--- src/rtl/f_accum_pool_if.sv ---
// Pooling accumulator bus: configuration/sample inputs and per-window result outputs.
// No backpressure: results are single-cycle pulses, the producer is throttled only by running.
interface f_accum_pool_if #(
  parameter int DATA_W   = 32,
  parameter int DELAY_W  = 7,
  parameter int CHANNELS = 4
);
  localparam int CH_W = (CHANNELS > 1) ? $clog2(CHANNELS) : 1;

  logic               run;
  logic               running;
  logic [DELAY_W-1:0] delay0;
  logic [DELAY_W-1:0] strideMinusOne;
  logic               mode;
  logic [DATA_W-1:0]  in0;
  logic [DATA_W-1:0]  out0;
  logic [DELAY_W-1:0] outIdx;
  logic [CH_W-1:0]    outCh;
  logic               outValid;

  modport master (
    output run, running, delay0, strideMinusOne, mode, in0,
    input  out0, outIdx, outCh, outValid
  );

  modport slave (
    input  run, running, delay0, strideMinusOne, mode, in0,
    output out0, outIdx, outCh, outValid
  );
endinterface

--- src/rtl/f_accum_pool.sv ---
// Interleaved per-channel float max/min pooling with argmax index; result 1 cycle after each sample.
// No backpressure: running stalls everything, outValid pulses when a channel's window completes.
module f_accum_pool #(
  parameter int DATA_W   = 32,
  parameter int DELAY_W  = 7,
  parameter int CHANNELS = 4
) (
  input logic           clk,
  input logic           rst,
  f_accum_pool_if.slave bus
);
  localparam int CH_W = (CHANNELS > 1) ? $clog2(CHANNELS) : 1;
  localparam int NCH  = 1 << CH_W;

  typedef enum logic [1:0] {IDLE, DELAY, ACCUM} state_t;

  state_t             state, state_nxt;
  logic [DELAY_W-1:0] dcnt;
  logic [CH_W-1:0]    ch;
  logic [DELAY_W-1:0] pos;
  logic               mode_q;
  logic [DATA_W-1:0]  best [NCH];
  logic [DELAY_W-1:0] idx  [NCH];
  logic               accept, dec;
  logic [DATA_W-1:0]  new_best;
  logic [DELAY_W-1:0] new_idx;

  // Strict "a above b" in max ordering on raw sign-magnitude bits (+0 above -0, NaN unspecial).
  function automatic logic max_gt(input logic [DATA_W-1:0] a, input logic [DATA_W-1:0] b);
    logic [DATA_W-2:0] ma, mb;
    ma = a[DATA_W-2:0];
    mb = b[DATA_W-2:0];
    if (a[DATA_W-1] != b[DATA_W-1])
      return !a[DATA_W-1];
    else if (!a[DATA_W-1])
      return ma > mb;
    else
      return ma < mb;
  endfunction

  always_ff @(posedge clk or posedge rst) begin
    if (rst) state <= IDLE;
    else     state <= state_nxt;
  end

  always_comb begin
    state_nxt = state;
    accept    = 1'b0;
    dec       = 1'b0;
    case (state)
      IDLE:  ;
      DELAY: if (bus.running) begin
        dec = 1'b1;
        if (dcnt == DELAY_W'(1)) state_nxt = ACCUM;
      end
      ACCUM: accept = bus.running;
      default: state_nxt = IDLE;
    endcase
    // A run pulse wins over a concurrent sample, which is dropped.
    if (bus.run) begin
      accept    = 1'b0;
      dec       = 1'b0;
      state_nxt = (bus.delay0 != '0) ? DELAY : ACCUM;
    end
  end

  always_comb begin
    new_best = best[ch];
    new_idx  = idx[ch];
    if (pos == '0) begin
      new_best = bus.in0;
      new_idx  = '0;
    end else if (mode_q ? max_gt(best[ch], bus.in0) : max_gt(bus.in0, best[ch])) begin
      new_best = bus.in0;
      new_idx  = pos;
    end
  end

  always_ff @(posedge clk or posedge rst) begin
    if (rst) begin
      dcnt         <= '0;
      ch           <= '0;
      pos          <= '0;
      mode_q       <= 1'b0;
      bus.out0     <= '0;
      bus.outIdx   <= '0;
      bus.outCh    <= '0;
      bus.outValid <= 1'b0;
      for (int i = 0; i < NCH; i++) begin
        best[i] <= '0;
        idx[i]  <= '0;
      end
    end else if (bus.run) begin
      dcnt         <= bus.delay0;
      ch           <= '0;
      pos          <= '0;
      mode_q       <= bus.mode;
      bus.outValid <= 1'b0;
    end else begin
      bus.outValid <= 1'b0;
      if (dec) dcnt <= dcnt - DELAY_W'(1);
      if (accept) begin
        best[ch]     <= new_best;
        idx[ch]      <= new_idx;
        bus.out0     <= new_best;
        bus.outIdx   <= new_idx;
        bus.outCh    <= ch;
        bus.outValid <= (pos == bus.strideMinusOne);
        if (ch == CH_W'(CHANNELS - 1)) begin
          ch  <= '0;
          pos <= (pos == bus.strideMinusOne) ? '0 : pos + DELAY_W'(1);
        end else begin
          ch <= ch + CH_W'(1);
        end
      end
    end
  end
endmodule

--- src/flat_wrapper.sv ---
// flat-port wrapper written by rule: the top's interface ports become plain ports
module f_accum_pool_flat 
#(
  parameter int DATA_W   = 32,
  parameter int DELAY_W  = 7,
  parameter int CHANNELS = 4
)
  (clk, rst, bus_run, bus_running, bus_delay0, bus_strideMinusOne, bus_mode, bus_in0, bus_out0, bus_outIdx, bus_outCh, bus_outValid);
  f_accum_pool_if #(.DATA_W(DATA_W), .DELAY_W(DELAY_W), .CHANNELS(CHANNELS)) bus_i ();
  input logic clk;
  input logic rst;
  input wire logic [$bits(bus_i.run)-1:0] bus_run;
  input wire logic [$bits(bus_i.running)-1:0] bus_running;
  input wire logic [$bits(bus_i.delay0)-1:0] bus_delay0;
  input wire logic [$bits(bus_i.strideMinusOne)-1:0] bus_strideMinusOne;
  input wire logic [$bits(bus_i.mode)-1:0] bus_mode;
  input wire logic [$bits(bus_i.in0)-1:0] bus_in0;
  output wire logic [$bits(bus_i.out0)-1:0] bus_out0;
  output wire logic [$bits(bus_i.outIdx)-1:0] bus_outIdx;
  output wire logic [$bits(bus_i.outCh)-1:0] bus_outCh;
  output wire logic [$bits(bus_i.outValid)-1:0] bus_outValid;
  assign bus_i.run = bus_run;
  assign bus_i.running = bus_running;
  assign bus_i.delay0 = bus_delay0;
  assign bus_i.strideMinusOne = bus_strideMinusOne;
  assign bus_i.mode = bus_mode;
  assign bus_i.in0 = bus_in0;
  assign bus_out0 = bus_i.out0;
  assign bus_outIdx = bus_i.outIdx;
  assign bus_outCh = bus_i.outCh;
  assign bus_outValid = bus_i.outValid;
  f_accum_pool #(.DATA_W(DATA_W), .DELAY_W(DELAY_W), .CHANNELS(CHANNELS)) u_core (.clk(clk), .rst(rst), .bus(bus_i));
endmodule
--- config.mk ---
export PLATFORM = sky130hd
export DESIGN_NAME = f_accum_pool_flat
export DESIGN_NICKNAME = d
export VERILOG_FILES = /design/src/rtl/f_accum_pool_if.sv /design/src/rtl/f_accum_pool.sv /design/src/flat_wrapper.sv
export SDC_FILE = /design/constraint.sdc
export NUM_CORES = 1
export LEC_CHECK = 0
export CAP_MARGIN = 20
export CORE_UTILIZATION = 53
export DETAILED_ROUTE_END_ITERATION = 10
export MAX_ROUTING_LAYER = met4
export PLACE_DENSITY = 0.89
export SETUP_SLACK_MARGIN = 0.4
export SYNTH_ARGS = -nofsm -noshare
export SYNTH_HDL_FRONTEND = slang
export SYNTH_SLANG_ARGS = --single-unit
export TNS_END_PERCENT = 10
--- constraint.sdc ---
create_clock -name clk -period 7.4 [get_ports clk]
set_input_delay 1.48 -clock clk [delete_from_list [all_inputs] [get_ports clk]]
set_output_delay 1.48 -clock clk [all_outputs]
set_load 0.01 [all_outputs]
==> results of run 1 <==
[power by group through the flow]
stage,clock [uW],sequential [uW],combinational (uW)
2_1_floorplan,0,1220,80.8
4_1_cts,1230,1200,146
3_3_place_gp,0,1220,140
3_5_place_dp,0,1230,144
6_report,1220,1200,145
5_1_grt,1280,1200,162
[final timing paths]
kind	start	endpoint	slack, ps
hold / removal	u_core.bus.outCh[1]	u_core.bus.outCh[1]	510
setup / recovery	u_core.ch[0]	u_core.best[69]	2090
hold reg to reg	u_core.bus.outCh[1]	u_core.bus.outCh[1]	510
max in group asynchronous	rst	u_core.ch[0]	4560
min in group asynchronous	rst	u_core.best[113]	1420
setup reg to reg	u_core.ch[0]	u_core.best[69]	2090
[metal layers]
metal / vias to the layer above / share of wire
li1: 4025 / -
met1: 4453 / 0.39
met2: 493 / 0.48
met3: 99 / 0.088
met4: 0 / 0.041
met5: - / 0
[final cells by class]
cell class	instances	area, sq um	area share
clock inverters	9	126	0.00970
flip-flops and latches	217	5430	0.417
well taps	270	338	0.0259
repair buffers	103	1020	0.0779
inverters	43	165	0.0127
multi-input cells	721	5290	0.405
clock buffers	32	672	0.0516
[state kept, by name (all words and copies together) (netlist names)]
name,cells
u_core.bus.outCh,2
u_core.dcnt,7
u_core.pos,7
u_core.idx,28
u_core.best,128
u_core.ch,2
u_core.bus.outIdx,7
u_core.state,2
u_core.bus.out0,32
u_core.bus.outValid,1
u_core.mode_q,1
[cells by family after synthesis]
logic type      Yosys count  share of synthesized area
flops                   217                      0.484
xor+xnor                 17                     0.0139
mux                      40                     0.0792
buf+inv                 122                     0.0490
compound gates          299                      0.172
fa+ha+maj                39                     0.0435
simple gates            326                      0.159
[worst max-delay path, delay by kind of cell (launching register included)]
family / cells / cell delay [ps]
adder cells (fa/ha/maj): 1 / 360
AND/OR/NAND/NOR: 1 / 150
multiplexers: 1 / 610
buffers and inverters: 2 / 960
flip-flops: 1 / 870
AO/OA/AOI/OAI: 6 / 2260
[metrics by stage]
step | util | hold slack (ps)
5_1_grt | 0.636 | 538
6_report | 0.636 | 507
4_1_cts | 0.636 | 505
3_3_place_gp | 0.597 | 475
2_1_floorplan | - | 460
3_5_place_dp | 0.597 | 481
[cells in the final DEF, fill, tap and decap left out, drive strengths merged, types with 6 or more instances in the layout]
cell / n
dfrtp: 217
nor2: 200
a31oi: 185
clkdlybuf4s50: 92
o21ai: 52
nand3: 47
inv: 43
mux4: 39
ha: 39
nand2: 39
clkbuf: 32
a21oi: 17
xnor2: 11
buf: 11
o2111ai: 10
o311ai: 8
nand4: 8
o211ai: 7
nor4: 7
xor2: 6
nor3: 6
==> qor.yml, run 1 <==
yosysMostFrequentCell: "dfrtp_1"
diodes: 0
p_seq_frac: 0.469
cp_data_required_time_ps: 7830
yosysSeqAreaShare: 0.484
synth_area_leaders: "dfrtp_1 (48%), a31oi_1 (10%), mux4_2 (7.8%)"
synth_area_per_cell_sq_um: 10.6
instances_no_fill: 1395
drt_wl_total_um: 28400
grt_first_pass_wirelength_um: 46600
worstSetupEndpointType: "flip-flop"
synthCells: 1060
die_area_sq_mm: 0.0218
cp_cell_sequence: "buf_4 -> mux4_2 -> ha_1 -> a21oi_1 -> o21a_1 -> o221ai_1 -> o21ai_0 -> a21o_2 -> buf_4 -> nand3_4 -> a31oi_1"
via_per_inst: 6.50
clkPwrFrac: 0.475
drv_cap: 0
io_buffers: 92
worst_hold_path_type: "flip-flop to flip-flop"
post_drt_wl_per_cell_um: 20.3
clock_latency_ps: 520
clkSinkCount: 217
boundaryPins: 93
drv_slew: 0
coreArea_sq_mm: 0.0205
fin_setup_tns_ps: 0
power.leakage_uw: 0.00570
track_usage: 0.278
syn_nets: 1150
fin_area_sq_mm: 0.0130
htree_levels: 1
grtUsageMet1: 0.355
drt_pre_antenna_iters: 5
irDropWorstVdd_mv: 0.155
clock_path_buffers: 3
first_iter_violations: 980
criticalPathCategory: "flip-flop to flip-flop"
root_buffer: "clkbuf_16"
placedCellCount: 1353
max-slew-margin-rel: 0.284
startpoint_type: "flip-flop"
dpl_cell_area_sq_mm: 0.0122
synthFlopType: "dfrtp_1"
fin_crit_sh: 0.718
dp_hpwl_um: 17800
syn_area_sq_mm: 0.0112
fin_crit_ps: 5310
sw_frac_of_total: 0.224
combinationalPowerShare: 0.056
die_w_um: 148
finalSetupViolCount: 0
cts_buffers: 24
synth_edf_count: 0
outcome: "finished clean"
power_switching_uw: 575
yosys.cell_types.count: 57
final_nets: 1200
finalWorstSetupSlack_ps: 2090
yosysTopAreaCell: "dfrtp_1"
drc: 0
synth_common_cells: "dfrtp_1 (217), nor2_1 (200), a31oi_1 (185)"
die_h_um: 148
area_growth_pct: 16.1
grt-ovfl-total: 0
cpMaxStageDelayCell: "dfrtp_2"
globalRoute.busiestLayer: "met2"
vias: 9070
cts_tree: "built"
cpMostUsedCell: "buf_4"
hold_viol: 0
synthArstFlopShare: 1.00
max_freq_mhz: 188
layout-drive-gt1-share: 0.133
fillers: 1552
start_util: 0.548
rsz0062_at_grt: "false"
use_met2: 0.439
power_uw: 2570
num_rows: 52
cp_data_arrival_time_ps: 5750
crit_path_max_incr_delay_ps: 870
gp_congestion: 0.848
antenna_found_initial: 0
clkTransAtPathRegs_ps: 60
ant_nets: 0
worst-r2r-cell-count: 11
synth_top_area_frac: 0.484
postCtsSetupBuffers: 0
p_int_uw: 1990
first_global_vias: 9081
powerDensity_mw_per_mm2: 197
synth-seq-cells: 217
yosysWarnings: 0
grt_max_degree: 115
holdPathStages: 2
pre_cts_ws_ps: 2050
grt_util_met3: 0.0503
fin_skew_ps: 11.5
cts_hold_buf: 0
crit_fanout: 24
worst_pin_slew_ps: 1070
cts_resized: 0
Power figures use the tool's default switching activity.
==> run 2: changes to the inputs <==
CORE_UTILIZATION = 55   (was 53)
PLACE_DENSITY = 0.88   (was 0.89)
clock period = 5.4 ns   (was 7.4 ns; I/O delays follow)
==> qor.yml, run 2 (synthesis results as in run 1) <==
cts_hold_buf: 0  # unchanged
top_register: "u_core.best"
final_common_cell: "dfrtp_1"
die_w_um: 145  # -1.8%
clock_path_buffers: 3  # unchanged
track_usage: 0.291  # +0.0131
worst_hold_path_type: "flip-flop to flip-flop"
outcome: "finished clean"
grt-ovfl-total: 0  # unchanged
htree_levels: 1  # unchanged
drv_slew: 0  # unchanged
start_util: 0.570  # +0.0216
die_h_um: 145  # -1.8%
cts_tree: "built"
fin_area_sq_mm: 0.0132  # +1.0%
coreArea_sq_mm: 0.0197  # -3.8%
hold_viol: 0  # unchanged
post_drt_wl_per_cell_um: 20.2  # -0.69%
clkTransAtPathRegs_ps: 60  # about the same
worstSetupEndpointType: "flip-flop"
first_iter_violations: 900  # -8.2%
fin_setup_tns_ps: 0  # unchanged
largest_register_ffs: 128  # unchanged
postCtsSetupBuffers: 0  # unchanged
pre_cts_ws_ps: 857  # -1190 ps
fin_crit_sh: 0.799  # +0.0809
fin_skew_ps: 22.5  # +11.0 ps
finalSetupViolCount: 0  # unchanged
drt_pre_antenna_iters: 5  # unchanged
finalWorstSetupSlack_ps: 1090  # -1000 ps
power.leakage_uw: 0.00576  # +1.0%
via_per_inst: 6.45  # -0.76%
grt_max_degree: 117  # +1.7%
cp_data_required_time_ps: 5840  # -1990 ps
io_buffers: 92  # unchanged
dpl_cell_area_sq_mm: 0.0124  # +1.2%
drv_cap: 0  # unchanged
crit_fanout: 32  # +33%
drt_wl_total_um: 28300  # -0.12%
grt_first_pass_wirelength_um: 46100  # -0.98%
cts_resized: 0  # unchanged
num_rows: 51  # -1.9%
root_buffer: "clkbuf_16"
rsz0062_at_grt: "false"
boundaryPins: 93  # unchanged
cts_buffers: 24  # unchanged
drc: 0  # unchanged
worst_pin_slew_ps: 952  # -116 ps
hold_slack_ps: 485  # -22.2 ps
cp_data_arrival_time_ps: 4750  # -1000 ps
antenna_found_initial: 0  # unchanged
max-slew-margin-rel: 0.365  # +0.0810
first_global_vias: 9105  # +0.26%
utilization: 0.668  # +0.0317
startpoint_type: "flip-flop"
fillers: 1408  # -9.3%
gp_congestion: 0.897  # +5.8%
diodes: 0  # unchanged
max_freq_mhz: 232  # +23%
largestRegisters: "u_core.best: 128 flops, u_core.bus.out0: 32 flops, u_core.idx: 28 flops"
fin_crit_ps: 4310  # -1000 ps
layout-drive-gt1-share: 0.143  # +0.00990
criticalPathCategory: "flip-flop to flip-flop"
vias: 9053  # -0.19%
clkSinkCount: 217  # unchanged
dp_hpwl_um: 17800  # +0.29%
powerDensity_mw_per_mm2: 265  # +34%
die_area_sq_mm: 0.0210  # -3.6%
ant_nets: 0  # unchanged
final_cell_mix: "dfrtp_1 (216), nor2_1 (199), a31oi_1 (185)"
area_growth_pct: 17.2
clock_latency_ps: 520  # about the same
irDropWorstVdd_mv: 0.242  # +56%
final_nets: 1211  # +0.92%
## run 2: cell types whose count changed in the layout (fill, tap and decap cells not counted), sizes merged
cell / delta
buf: +11
clkbuf: +4
clkinvlp: +3
bufinv: -2
clkinv: -2
inv: -1
## run 2: path summary, 6_finish.rpt
kind | end | cells after the start | slack, ps | start
worst max-delay path | u_core.best[63] | 9 | 1090 | u_core.ch[0]
worst min-delay path | u_core.bus.outCh[1] | 2 | 480 | u_core.bus.outCh[1]
worst max register to register | u_core.best[63] | 9 | 1090 | u_core.ch[0]
worst min register to register | u_core.bus.outCh[1] | 2 | 480 | u_core.bus.outCh[1]
max in group asynchronous | u_core.ch[0] | 3 | 3760 | rst
min in group asynchronous | u_core.best[119] | 3 | 1070 | rst
## run 2: stage by stage
step                total power [uW]  cells
detailed placement              1880   1360
global placement                1870   1360
floorplan                       1790   1060
finish                          3480   1403
global route                    3580   1403
CTS                             3490   1403
## run 2: worst max-delay path, cell delays in order (launching register included)
cell     delay, ps
dfrtp_2        510
buf_12         290
mux4_2         570
ha_1           340
nand4_1        230
nor4_4         480
o211a_1        320
or3_4          810
nand3_1        360
a31oi_1        280
## run 2: where the power goes
group	leakage (uW)	switching, uW	internal (uW)
Clock	0.000383	656	975
Sequential	0.00301	11.1	1640
Combinational	0.00237	120	81.4
## run 2: routing by layer
layer,part of all wire,GRT usage
met1,0.40,0.372
met2,0.48,0.461
met3,0.077,0.0448
met4,0.037,0.129
met5,0,-
## run 2: layout make-up
class	instances	area, sq um	area share
repair buffers	114	1160	0.0882
flip-flops and latches	217	5430	0.413
multi-input cells	721	5280	0.401
well taps	265	332	0.0252
clock buffers	36	727	0.0552
clock inverters	7	67.6	0.00513
inverters	43	165	0.0125
==> run 3: changes to the inputs <==
CORE_UTILIZATION = 53   (was 55)
PLACE_DENSITY = 0.89   (was 0.88)
clock period = 3.83 ns   (was 5.4 ns; I/O delays follow)
==> qor.yml, run 3 (synthesis results as in run 1) <==
fillers: 1268  # -9.9%
cts_hold_buf: 0  # unchanged
outcome: "finished, violations left"
power.leakage_uw: 0.00634  # +10%
die_area_sq_mm: 0.0218  # +3.7%
start_util: 0.548  # -0.0216
worst_pin_slew_ps: 621  # -331 ps
root_buffer: "clkbuf_16"
worstSetupEndpointType: "flip-flop"
first_global_vias: 10416  # +14%
final_cell_mix: "dfrtp_1 (216), nor2_1 (199), a31oi_1 (178)"
ant_nets: 0  # unchanged
grt_max_degree: 108  # -7.7%
irDropWorstVdd_mv: 0.259  # +7.2%
cp_data_arrival_time_ps: 4670  # -80 ps
clkSinkCount: 217  # unchanged
final_common_cell: "dfrtp_1"
drv_slew: 0  # unchanged
diodes: 0  # unchanged
io_buffers: 92  # unchanged
hold_viol: 0  # unchanged
dpl_cell_area_sq_mm: 0.0130  # +5.0%
worst-r2r-cell-count: 12  # +3
fin_setup_tns_ps: -73580  # -73,580 ps
max_freq_mhz: 233  # +0.57%
largest_register_ffs: 128  # unchanged
fin_area_sq_mm: 0.0144  # +9.0%
htree_levels: 1  # unchanged
dp_hpwl_um: 19000  # +6.6%
cts_buffers: 24  # unchanged
fin_crit_sh: 1.12  # +0.321
antenna_found_initial: 0  # unchanged
clkTransAtPathRegs_ps: 60  # about the same
finalWorstSetupSlack_ps: -460  # -1550 ps
die_w_um: 148  # +1.8%
criticalPathCategory: "flip-flop to flip-flop"
vias: 10499  # +16%
first_iter_violations: 1550  # +72%
startpoint_type: "flip-flop"
ff_latch_area_sq_mm: 0.00543  # unchanged
holdPathStages: 2  # unchanged
drt_wl_total_um: 37500  # +32%
rsz0062_at_grt: "true"
clock_latency_ps: 530  # about the same
grt_first_pass_wirelength_um: 56400  # +22%
crit_fanout: 10  # -69%
top_register: "u_core.best"
drv_cap: 0  # unchanged
failed_checks: "negative setup slack"
track_usage: 0.347  # +0.0558
grt-ovfl-total: 0  # unchanged
clock_path_buffers: 3  # unchanged
largestRegisters: "u_core.best: 128 flops, u_core.bus.out0: 32 flops, u_core.idx: 28 flops"
finalSetupViolCount: 195  # +195
drt_pre_antenna_iters: 5  # unchanged
area_growth_pct: 27.8
fin_crit_ps: 4290  # -24.7 ps
post_drt_wl_per_cell_um: 24.9  # +23%
via_per_inst: 6.96  # +7.9%
drc: 0  # unchanged
worst_hold_path_type: "flip-flop to flip-flop"
final_nets: 1311  # +8.3%
gp_congestion: 0.864  # -3.6%
cp_data_required_time_ps: 4210  # -1630 ps
powerDensity_mw_per_mm2: 350  # +32%
max-slew-margin-rel: 0.586  # +0.221
die_h_um: 148  # +1.8%
boundaryPins: 93  # unchanged
cts_tree: "built"
multi_input_area_sq_mm: 0.00551  # +4.3%
coreArea_sq_mm: 0.0205  # +3.9%
layout-drive-gt1-share: 0.232  # +0.0886
fin_skew_ps: 11.2  # -11.3 ps
num_rows: 52  # +2.0%
==> run 3: cell types whose count changed in the layout (fill, tap and decap cells not counted), sizes merged <==
cell / before / now
inv: 42 / 43
clkinvlp: 4 / 5
clkbuf: 36 / 37
nor3: 6 / 7
buf: 22 / 118
==> run 3: final timing paths <==
kind                                    start         endpoint  slack, ps
worst max-delay path             u_core.ch[0]   u_core.best[0]       -460
worst min-delay path            u_core.idx[0]    u_core.idx[0]        500
worst max register to register   u_core.ch[0]   u_core.best[0]       -460
worst min register to register  u_core.idx[0]    u_core.idx[0]        500
max in group asynchronous                 rst     u_core.ch[0]       2340
min in group asynchronous                 rst  u_core.best[86]        570
==> run 3: worst max-delay path, stage by stage (launching register included) <==
cell       delay [ps]
dfrtp_2           550
clkbuf_16         240
mux4_2            550
ha_1              390
a21oi_1           320
a21oi_1           180
o31a_1            410
o211a_2           360
buf_4             180
or3_4             480
clkbuf_16         250
nand3_4           100
a31oi_1           120
==> run 3: repair_timing <==
item | CTS | global route
setup endpoints to repair | 195 | 195
gates resized for setup | 24 | 26
pin swaps | 8 | 26
buffers inserted | 16 | 11
cloned | 2 | 3
==> run 3: area by class of cell <==
cell class	count	area share
Inverter	43	0.0115
Clock buffer	34	0.0494
Clock inverter	9	0.00610
Sequential cell	217	0.378
Tap cell	270	0.0235
Multi-Input combinational cell	722	0.384
Timing Repair Buffer	213	0.147
==> run 3: metrics by stage <==
stage | power, uW | instances | hold slack [ps] | utilization | setup WS, ps
floorplan | 2520 | 1060 | 460 | - | 238
global placement | 2660 | 1433 | 478 | 0.634 | -394
detailed placement | 2680 | 1433 | 481 | 0.634 | -533
CTS | 4990 | 1494 | 500 | 0.686 | 61.2
global route | 5140 | 1508 | 528 | 0.700 | -554
finish | 5030 | 1508 | 498 | 0.700 | -460
==> run 3: power breakdown <==
| part | total [uW] | internal, uW | switching [uW] | leakage [uW] |
|---|---|---|---|---|
| clock | 2350 | 1360 | 984 | 0.000380 |
| combinational | 355 | 155 | 201 | 0.00295 |
| sequential | 2330 | 2310 | 16.7 | 0.00301 |
| total | 5030 | 3830 | 1200 | 0.00634 |
==> run 3: metal layers <==
layer / up-vias / wire [um] / share of wire / track usage
met5: - / 0 / 0 / -
met4: 0 / 2980 / 0.079 / 0.235
met2: 926 / 17100 / 0.46 / 0.522
met3: 296 / 4500 / 0.12 / 0.0923
met1: 5029 / 13000 / 0.35 / 0.409
li1: 4248 / - / - / -
